$ cat src/rtl/conv_pkg.sv
// Shared types, dimensions and the pixel-address helper for the convolution engine.
package conv_pkg;

  localparam int unsigned PIX_W   = 4;
  localparam int unsigned IMG_DIM = 4;
  localparam int unsigned K_DIM   = 3;
  localparam int unsigned OUT_DIM = IMG_DIM - K_DIM + 1;
  localparam int unsigned ACC_W   = 11;

  localparam int unsigned N_PIX   = IMG_DIM * IMG_DIM;
  localparam int unsigned N_TAPS  = K_DIM * K_DIM;
  localparam int unsigned N_OUT   = OUT_DIM * OUT_DIM;

  localparam int unsigned ADDR_W  = $clog2(N_PIX);
  localparam int unsigned TAP_W   = $clog2(N_TAPS);
  localparam int unsigned OIDX_W  = $clog2(N_OUT);

  typedef enum logic [2:0] {
    IDLE,
    LOAD,
    MAC,
    EMIT,
    DONE
  } state_t;

  // Flat image index of kernel tap 'tap' for output position 'pix' (row-major both).
  function automatic logic [ADDR_W-1:0] addr(input logic [OIDX_W-1:0] pix,
                                             input logic [TAP_W-1:0]  tap);
    int unsigned r, c, i, j;
    r = 32'(pix) / OUT_DIM;
    c = 32'(pix) % OUT_DIM;
    i = 32'(tap) / K_DIM;
    j = 32'(tap) % K_DIM;
    return ADDR_W'((r + i) * IMG_DIM + (c + j));
  endfunction

endpackage

$ cat src/rtl/multiplier_4x4.sv
// Unsigned 4x4 -> 8-bit combinational multiplier shared by the MAC sequencer.
module multiplier_4x4 (
  input  logic [3:0] i_a,
  input  logic [3:0] i_b,
  output logic [7:0] o_p
);

  assign o_p = 8'(i_a) * 8'(i_b);

endmodule

$ cat src/rtl/conv_mac_sequencer.sv
// Sequences one shared multiplier over a 3x3 kernel sliding across a 4x4 image,
// one multiply-accumulate per clock, streaming the 2x2 results over valid/ready.
module conv_mac_sequencer
  import conv_pkg::*;
(
  input  logic                     clk,
  input  logic                     rst,
  input  logic                     start,
  input  logic [PIX_W*N_PIX-1:0]   image,
  input  logic [PIX_W*N_TAPS-1:0]  kernel,
  output logic                     busy,
  output logic                     out_valid,
  input  logic                     out_ready,
  output logic [ACC_W-1:0]         out_data,
  output logic [OIDX_W-1:0]        out_idx,
  output logic                     done
);

  localparam logic [TAP_W-1:0]  LAST_TAP = TAP_W'(N_TAPS - 1);
  localparam logic [OIDX_W-1:0] LAST_PIX = OIDX_W'(N_OUT - 1);

  state_t                    r_state;
  state_t                    w_next;
  logic [PIX_W*N_PIX-1:0]    r_img;
  logic [PIX_W*N_TAPS-1:0]   r_ker;
  logic [ACC_W-1:0]          r_acc;
  logic [TAP_W-1:0]          r_tap;
  logic [OIDX_W-1:0]         r_pix;

  logic [ADDR_W-1:0]         w_addr;
  logic [PIX_W-1:0]          w_img_px;
  logic [PIX_W-1:0]          w_ker_tap;
  logic [2*PIX_W-1:0]        w_prod;
  logic                      w_accept;

  // Operands come straight from the latched frame; the product is not registered.
  assign w_addr    = addr(r_pix, r_tap);
  assign w_img_px  = r_img[w_addr*PIX_W +: PIX_W];
  assign w_ker_tap = r_ker[r_tap*PIX_W +: PIX_W];
  assign w_accept  = (r_state == EMIT) && out_ready;

  multiplier_4x4 u_mult (
    .i_a (w_img_px),
    .i_b (w_ker_tap),
    .o_p (w_prod)
  );

  // State register.
  always_ff @(posedge clk) begin
    if (rst) r_state <= IDLE;
    else     r_state <= w_next;
  end

  // Next-state logic: one LOAD cycle, K_DIM^2 MAC cycles per result, EMIT until accepted.
  always_comb begin
    w_next = r_state;
    unique case (r_state)
      IDLE:    if (start) w_next = LOAD;
      LOAD:    w_next = MAC;
      MAC:     if (r_tap == LAST_TAP) w_next = EMIT;
      EMIT:    if (out_ready) w_next = (r_pix == LAST_PIX) ? DONE : MAC;
      DONE:    w_next = IDLE;
      default: w_next = IDLE;
    endcase
  end

  // Datapath: frame latch, tap/pixel counters and accumulator.
  always_ff @(posedge clk) begin
    if (rst) begin
      r_acc <= '0;
      r_tap <= '0;
      r_pix <= '0;
    end else begin
      unique case (r_state)
        LOAD: begin
          r_img <= image;
          r_ker <= kernel;
          r_acc <= '0;
          r_tap <= '0;
          r_pix <= '0;
        end
        MAC: begin
          r_acc <= r_acc + ACC_W'(w_prod);
          if (r_tap != LAST_TAP) r_tap <= r_tap + 1'b1;
        end
        EMIT: begin
          if (w_accept && (r_pix != LAST_PIX)) begin
            r_pix <= r_pix + 1'b1;
            r_acc <= '0;
            r_tap <= '0;
          end
        end
        default: ;
      endcase
    end
  end

  assign busy      = (r_state != IDLE);
  assign out_valid = (r_state == EMIT);
  assign done      = (r_state == DONE);
  assign out_data  = r_acc;
  assign out_idx   = r_pix;

endmodule

$ cat config.mk
export PLATFORM = sky130hd
export DESIGN_NAME = conv_mac_sequencer
export DESIGN_NICKNAME = d
export VERILOG_FILES = /design/src/rtl/conv_pkg.sv /design/src/rtl/multiplier_4x4.sv /design/src/rtl/conv_mac_sequencer.sv
export SDC_FILE = /design/constraint.sdc
export NUM_CORES = 1
export LEC_CHECK = 0
export BUFFER_PORTS_ARGS = -buffer_cell sky130_fd_sc_hd__buf_4
export CAP_MARGIN = 30
export CORE_ASPECT_RATIO = 0.6
export CORE_MARGIN = 3
export CORE_UTILIZATION = 35
export DETAILED_ROUTE_END_ITERATION = 6
export GPL_ROUTABILITY_DRIVEN = 0
export PLACE_DENSITY = 0.56
export SYNTH_ARGS = -nofsm -noshare
export SYNTH_HDL_FRONTEND = slang
export SYNTH_SLANG_ARGS = --single-unit
export TNS_END_PERCENT = 30
$ cat constraint.sdc
create_clock -name clk -period 14.1 [get_ports clk]
set_input_delay 0 -clock clk [delete_from_list [all_inputs] [get_ports clk]]
set_output_delay 0 -clock clk [all_outputs]
set_load 0.02 [all_outputs]
### After elaboration in Yosys (flattened, before gate mapping)

Index checks and enable logic that the tools add are counted.

* bits in registers: 120
* output and inout bits: 16
* word-level logic and storage cells: 54

* add/sub/neg operators: 6
* multiply operators: 1
* div/mod/pow operators: 2
* equal/unequal tests: 13
* shift operators: 2
* mux-type cells: 12
* bitwise operators: 1
* reductions and logical operators: 11

Operators with widths (number)
* $shiftx 64x7->4: 1
* $shiftx 36x7->4: 1
* $pmux 11 s3: 1
* $div 4x2->32 const B: 1
* $mod 4x2->32 const B: 1
* $mux 3: 4
* $pmux 3 s4: 1
* $pmux 4 s3: 1
* $add 11x8->11: 1
* $mux 11: 1
* $mul 4x4->8: 1
* $mux 4: 2
* $ne 2x2->1 const B: 4
* $eq 3x2->1 const B: 2
* $reduce_and 2->1: 3
* $reduce_and 3->1: 2
* $reduce_bool 3->1: 2
* $add 1x4->4: 1
* $add 4x1->4 const B: 1
* $add 4x4->4: 1
* $eq 4x4->1 const B: 1
* $ne 2x1->1 const B: 2
* $ne 4x4->1 const B: 1
* $pmux 2 s2: 1
* other kinds (10): 11

### Logic depth before layout (Yosys ltp)

Gate-level depths: netlist of run 1.

* depth in word-level cells: 7
* gate-level depth with buffers: 32
* gate-level depth less buffers: 29

### Cells and area by module

Synthesis of run 1 repeated with hierarchy kept, for this count alone.

* cell total of the unflattened synthesis: 421
* area total of the unflattened synthesis: 5906.9 sq um

By module, submodules not included
* conv_mac_sequencer: instances 1, cells each 370, area each 5459.0 sq um, sequential area each 3403.3 sq um
* multiplier_4x4: instances 1, cells each 51, area each 447.9 sq um, sequential area each 0.0 sq um

### Worst setup path after synthesis of run 1

OpenSTA, ideal clock, no wires.

* path type: reg-to-reg
* start point: register r_state[0]
* end point: register r_img[0], enable pin
* setup time: 0.841 ns
* arrival time: 10.897 ns
* required time: 13.259 ns
* slack: 2.362 ns
* cell stages (with the launch flop): 3
* path buffers: 1
* clock period less this slack: 11.738 ns
* path through: dfxtp_1 > clkbuf_1 > nor4b_1

* word-level cells in the longest chain between the ends: 2

Ends and longest elaborated chain
* start: declaration: RTL line conv_mac_sequencer.sv:22 `state_t r_state;`
* start signal: assignment: RTL line conv_mac_sequencer.sv:51 `else r_state <= w_next;`
* $eq 3x1->1: RTL line conv_mac_sequencer.sv:74 `unique case (r_state)`
* $reduce_and 2->1 (no source line)
* end signal: assignment: RTL line conv_mac_sequencer.sv:76 `r_img <= image;`
* end: declaration: RTL line conv_mac_sequencer.sv:24 `logic [PIX_W*N_PIX-1:0] r_img;`

No other way between the ends.
A chain may end at the register's enable or synchronous reset.

### Worst setup path after layout of run 1

* start point: register r_tap[0]
* end point: register r_acc[10], in the netlist out_data[10]

* word-level cells in the longest chain between the ends: 7
* elaborated cells on any way between the ends: 10

Ends and longest elaborated chain
* start: declaration: RTL line conv_mac_sequencer.sv:27 `logic [TAP_W-1:0] r_tap;`
* start signal: assignment: RTL line conv_mac_sequencer.sv:84 `if (r_tap != LAST_TAP) r_tap <= r_tap + 1'b1;`
* $mod 4x2->32 / $div 4x2->32 (equally long branches): RTL line conv_pkg.sv:33, conv_pkg.sv:32
* $add 1x4->4 / $add 1x2->2 (equally long branches): RTL line conv_pkg.sv:34 `return ADDR_W'((r + i) * IMG_DIM + (c + j));`
* $add 4x4->4: RTL line conv_pkg.sv:34
* $shiftx 64x7->4: RTL line conv_mac_sequencer.sv:38 `assign w_img_px = r_img[w_addr*PIX_W +: PIX_W];`
* $mul 4x4->8 (*): RTL line multiplier_4x4.sv:8 `assign o_p = 8'(i_a) * 8'(i_b);`
* $add 11x8->11 (*): RTL line conv_mac_sequencer.sv:83 `r_acc <= r_acc + ACC_W'(w_prod);`
* $pmux 11 s3 (*): RTL line conv_mac_sequencer.sv:74
* end signal: assignment: RTL line conv_mac_sequencer.sv:83
* end: declaration: RTL line conv_mac_sequencer.sv:26 `logic [ACC_W-1:0] r_acc;`

Mark *: on every way between the ends. The rest lies on a longest branch, timed or not.

==> flow_summary.yaml, run 1 <==
status:
  status: "complete, no violations"
synth:
  ys_types: 60
  synth_ff_type: "edfxtp_1"
  synthTopCellsByCount: "edfxtp_1, ha_1, a21oi_1, inv_1, nor2_1"
  synth_most_common_cell: "edfxtp_1"
  syn_area_um2: 5970
  synth-async-reset-ratio_pct: 0
  synth_warnings: 0
  yosysTopAreaCell: "edfxtp_1"
  synth.top_cell.area_share_pct: 50.3
  synth.avg_cell_area_um2: 14.0
  synth-seq-area-share_pct: 57.0
  ys_seq_elements: 120
  synth.area.top_cells: "edfxtp_1, mux4_2, dfxtp_1"
  synth_edf_count: 100
  syn_nets: 570
  syn_inst: 427
global_routing:
  grt_usage_pct: 16.9
  first_global_vias: 4578
  grt_max_degree: 74
  grt-ovfl-total: 0
  grt_pass1_wl_um: 24100
  grt_antenna_before_repair: 0
drt:
  wl_um: 15300
  vias: 4366
  wire_per_inst_um: 17.1
  ant_nets: 0
  dr.first_iter.drc_count: 201
  route.detailed.drc: 0
  routed_via_density: 4.89
  first_pass_iters: 4
sta:
  fin_crit_ns: 8.41
  rsz0062_at_grt: "no"
  setup_tns_ns: 0
  setup_viol_count_final: 0
  post-route-period-util_pct: 59.6
  hold_violations: 0
  fmax_ghz: 0.119
  slew_viol_final: 0
  fin_skew_ns: 0.0129
  tightest_slew_ns: 0.951
  relSlewSlack_pct: 36.4
critical_path:
  cp-end-kind: "register"
  r2r_cells: 25
  reg2reg_from: "r_tap[0]"
  arrival_ns: 8.74
  start_kind: "register"
  required_ns: 14.44
  timing.rr.end: "out_data[10]"
  cp-endpoint: "out_data[10]"
  rrSetupSlack_ns: 5.69
  crit_path_max_fanout: 17
  cp-startpoint: "r_tap[0]"
  path_class: "register to register"
floorplanning:
  core.rowCount: 36
  core-area_um2: 16400
  die_y_um: 107
  start_util_pct: 36.3
  floorplan.die_area_um2: 18700
  ios: 120
  dieWidth_um: 175
layout:
  n_antenna_cell: 0
  syn2layout_area_growth_pct: 46.0
  fin_nets: 795
  drive_gt1_share_pct: 29.5
  layoutNonFillerInstCount: 893
placed_design:
  dp_hpwl_um: 10500
  portBuffers: 119
  dpl.cell_count: 757
cts:
  insertion_delay_ns: 0.41
  ctsLongestPathBuffers: 2
  root_buffer: "clkbuf_16"
  clkTransAtPathRegs_ns: 0.06
  htree_levels: 4
  cts_buffers: 17
  tritoncts: "done"
  clock_sinks: 120
pwr:
  p_per_area_nw_per_um2: 143
  power_leakage_uw: 0.00345
  peakVddDrop_uv: 74.8
job:
  cap_violations: 0
worst_hold_path:
  min_from: "out_ready"
  hp-class: "primary input to register"
==> per-layer routing <==
layer	part of all wire, %	GRT usage, %	vias to the layer above
li1	-	-	2083
met1	49	23.8	2128
met2	45	26.1	142
met3	5.8	4.42	13
met4	0.86	4.32	0
met5	0	0	-
==> critical path, stage by stage (launching register included) <==
cell and delay, ns:
dfxtp_1 0.88, inv_1 0.32, ha_1 0.34, a211oi_1 0.33, a31oi_1 0.14, xnor2_1 0.23
ha_1 0.25, a221o_1 0.36, ha_1 0.31, ha_1 0.36, xor2_1 0.77, mux2_2 0.32
nand3_1 0.15, a21o_1 0.23, fa_1 0.51, fa_1 0.52, fa_1 0.52, inv_1 0.04
ha_1 0.32, a21oi_1 0.22, nor2b_1 0.07, o21a_1 0.19, o41ai_1 0.43, nor2b_1 0.11
o211ai_1 0.21, mux2i_1 0.20
==> cells by family (layout without fill, tap and decap cells) <==
group | after synthesis | after routing | share of synthesized area (%)
mux | 38 | 38 | 11.0
buf+inv | 47 | 285 | 3.29
fa+ha+maj | 39 | 39 | 9.31
xor+xnor | 10 | 10 | 1.47
simple gates | 84 | 84 | 7.26
compound gates | 89 | 89 | 10.6
flops | 120 | 120 | 57.0
==> power by group <==
part,switching [uW],internal [uW]
combinational,184,177
sequential,23.3,426
clock,169,265
==> placed cells by master, fill, tap and decap left out, types with 10 or more instances in the layout <==
cell type,instances
buf_4,121
dlygate4sd3_1,103
edfxtp_1,100
ha_1,30
inv_1,28
a21oi_1,28
nor2_1,28
mux4_2,21
dfxtp_1,20
clkbuf_16,17
nand2_1,12
mux2_2,12
nand3_1,11
a22oi_1,10
==> per-stage QoR <==
| step | total power (uW) | utilization [%] | setup WS, ns | instance area, um^2 | hold WS, ns |
|---|---|---|---|---|---|
| after detailed placement | 792 | 43.0 | 5.51 | 7080 | 0.179 |
| after global placement | 787 | 43.0 | 5.81 | 7080 | 0.179 |
| after floorplan | 701 | - | 2.36 | 5970 | 0.0989 |
| after global routing | 1320 | 53.0 | 5.02 | 8710 | 0.128 |
| final | 1240 | 53.0 | 5.69 | 8710 | 0.0991 |
| after CTS | 1260 | 52.9 | 5.50 | 8700 | 0.0790 |
==> cell type report <==
| class | count | area (um^2) |
|---|---|---|
| multi-input cells | 260 | 2370 |
| repair buffers | 225 | 1950 |
| well taps | 228 | 285 |
| flip-flops and latches | 120 | 3400 |
| clock inverters | 14 | 161 |
| inverters | 28 | 105 |
| clock buffers | 18 | 429 |
| fillers | 1368 | 7730 |
==> sequential cells by signal, summed over array words and instances, names as in the netlist <==
name / cells
out_data: 11
out_idx: 2
r_img: 64
r_ker: 36
r_state: 3
r_tap: 4
==> how the worst min path moves through the flow <==
stage	slack, ns	cells after the start	to
finish	0.1	5	out_idx[0]
global placement	0.18	1	r_ker[14]
CTS	0.08	5	out_idx[0]
global route	0.13	5	out_idx[0]
floorplan	0.1	0	r_img[0]
detailed placement	0.18	1	r_img[54]
==> what timing repair did <==
action | CTS | global route
hold buffers | 103 | 0
gates resized for setup | 0 | 0
setup endpoints to repair | 0 | 0
setup buffers | 0 | 0
hold endpoints to repair | 118 | 0
No activity file was read; power rests on OpenSTA's default activity.
==> run 2: changes to the inputs <==
==> constraint.sdc (replaced) <==
create_clock -name clk -period 7.8 [get_ports clk]
set_input_delay 0 -clock clk [delete_from_list [all_inputs] [get_ports clk]]
set_output_delay 0 -clock clk [all_outputs]
set_load 0.02 [all_outputs]
==> flow_summary.yaml, run 2 (same netlist as run 1, synthesis figures left out) <==
sta:
  tightest_slew_ns: 0.527
  setup_tns_ns: 0
  setup_viol_count_final: 0
  rsz0062_at_grt: "no"
  slew_viol_final: 0
  hold_violations: 0
  relSlewSlack_pct: 64.8
  fin_crit_ns: 7.25
  fin_skew_ns: 0.0152
  fmax_ghz: 0.138
  post-route-period-util_pct: 92.9
placed_design:
  portBuffers: 119
  dp_hpwl_um: 10600
critical_path:
  required_ns: 8.13
  start_kind: "register"
  timing.rr.end: "out_data[10]"
  path_class: "register to register"
  crit_path_max_fanout: 16
  cpPeakStageDelay_ns: 0.54
  cp_slowest_cell: "dfxtp_1"
  reg2reg_from: "r_tap[3]"
  arrival_ns: 7.58
  cp-end-kind: "register"
  rrSetupSlack_ns: 0.55
  r2r_cells: 26
pwr:
  p_total_uw: 2210
  peakVddDrop_uv: 138
  power_leakage_uw: 0.00347
  p_per_area_nw_per_um2: 252
layout:
  fin_nets: 803
  syn2layout_area_growth_pct: 47.3
  max_flop_register: "r_img"
  largest_reg_flops: 64
  n_antenna_cell: 0
  drive_gt1_share_pct: 31.1
  final_cell_mix: "buf_4, dlygate4sd3_1, edfxtp_1"
  final_common_cell: "buf_4"
global_routing:
  grt_usage_pct: 17.6
  grt_pass1_wl_um: 25300
  grt_max_degree: 83
  first_global_vias: 4685
  grt_antenna_before_repair: 0
  grt-ovfl-total: 0
worst_hold_path:
  min_from: "out_ready"
  hp-class: "primary input to register"
  hold_end: "out_idx[0]"
  whs_path_depth: 5
cts:
  insertion_delay_ns: 0.41
  cts_buffers: 17
  htree_levels: 4
  ctsLongestPathBuffers: 2
  tritoncts: "done"
  clock_sinks: 120
  clkTransAtPathRegs_ns: 0.06
  root_buffer: "clkbuf_16"
drt:
  wl_um: 15800
  wire_per_inst_um: 17.6
  routed_via_density: 4.91
  first_pass_iters: 5
  vias: 4416
  dr.first_iter.drc_count: 232
  route.detailed.drc: 0
  ant_nets: 0
status:
  status: "complete, no violations"
floorplanning:
  dieWidth_um: 175
  core.rowCount: 36
  core-area_um2: 16400
  die_y_um: 107
  floorplan.die_area_um2: 18700
  ios: 120
  start_util_pct: 36.3
job:
  cap_violations: 0
run 2: cell type report:
| class | instances | area (um^2) |
|---|---|---|
| flip-flops and latches | 120 | 3400 |
| clock inverters | 14 | 124 |
| inverters | 28 | 105 |
| multi-input cells | 260 | 2410 |
| well taps | 228 | 285 |
| repair buffers | 233 | 2030 |
| fillers | 1370 | 7650 |
| clock buffers | 17 | 425 |
run 2: worst max-delay path, delay by kind of cell, from the launching register on:
family,cells,cell delay [ns]
AOI/OAI and AO/OA,8,1.93
and+or+nand+nor,4,0.43
muxes,3,1.04
DFF,1,0.54
adders and majority gates,7,2.61
xor gates and xnor gates,2,0.33
buffers and inverters,2,0.28
run 2: worst max-delay path by stage:
stage	from	endpoint	slack, ns
floorplan	r_tap[2]	out_data[10]	0.36
global placement	r_tap[2]	out_data[10]	0.43
detailed placement	r_tap[2]	out_data[10]	0.09
CTS	r_tap[2]	out_data[10]	0.006
global route	r_tap[3]	out_data[9]	0.01
finish	r_tap[3]	out_data[10]	0.55
run 2: repair_timing:
item / CTS / global route
hold buffers: 103 / 0
setup endpoints to repair: 0 / 5
hold endpoints to repair: 118 / 0
resized for setup: 0 / 8
buffers inserted: 0 / 0
run 2: per-layer routing:
layer | track usage (%) | up-vias | part of all wire (%) | wire length (um)
li1 | - | 2095 | - | -
met2 | 27.6 | 144 | 46 | 7210
met3 | 5.41 | 8 | 6.5 | 1030
met1 | 24.4 | 2169 | 47 | 7510
met5 | 0 | - | 0 | 0
met4 | 3.64 | 0 | 0.54 | 85
run 2: stage by stage:
stage                     area (um^2)  setup WS, ns  util, %  hold WS, ns  std cells
final                            8790         0.554     53.5       0.0788        900
after global routing             8790        0.0127     53.5        0.105        900
after CTS                        8720       0.00573     53.1       0.0502        899
after detailed placement         7140        0.0881     43.5        0.179        765
after global placement           7140         0.426     43.5        0.178        765
after floorplan                  5970         0.358        -       0.0989        427
run 2: report_power, final:
part           leakage, uW  switching (uW)  internal [uW]
Clock             0.000252             302            437
Sequential         0.00108            34.6            769
Combinational      0.00214             343            327
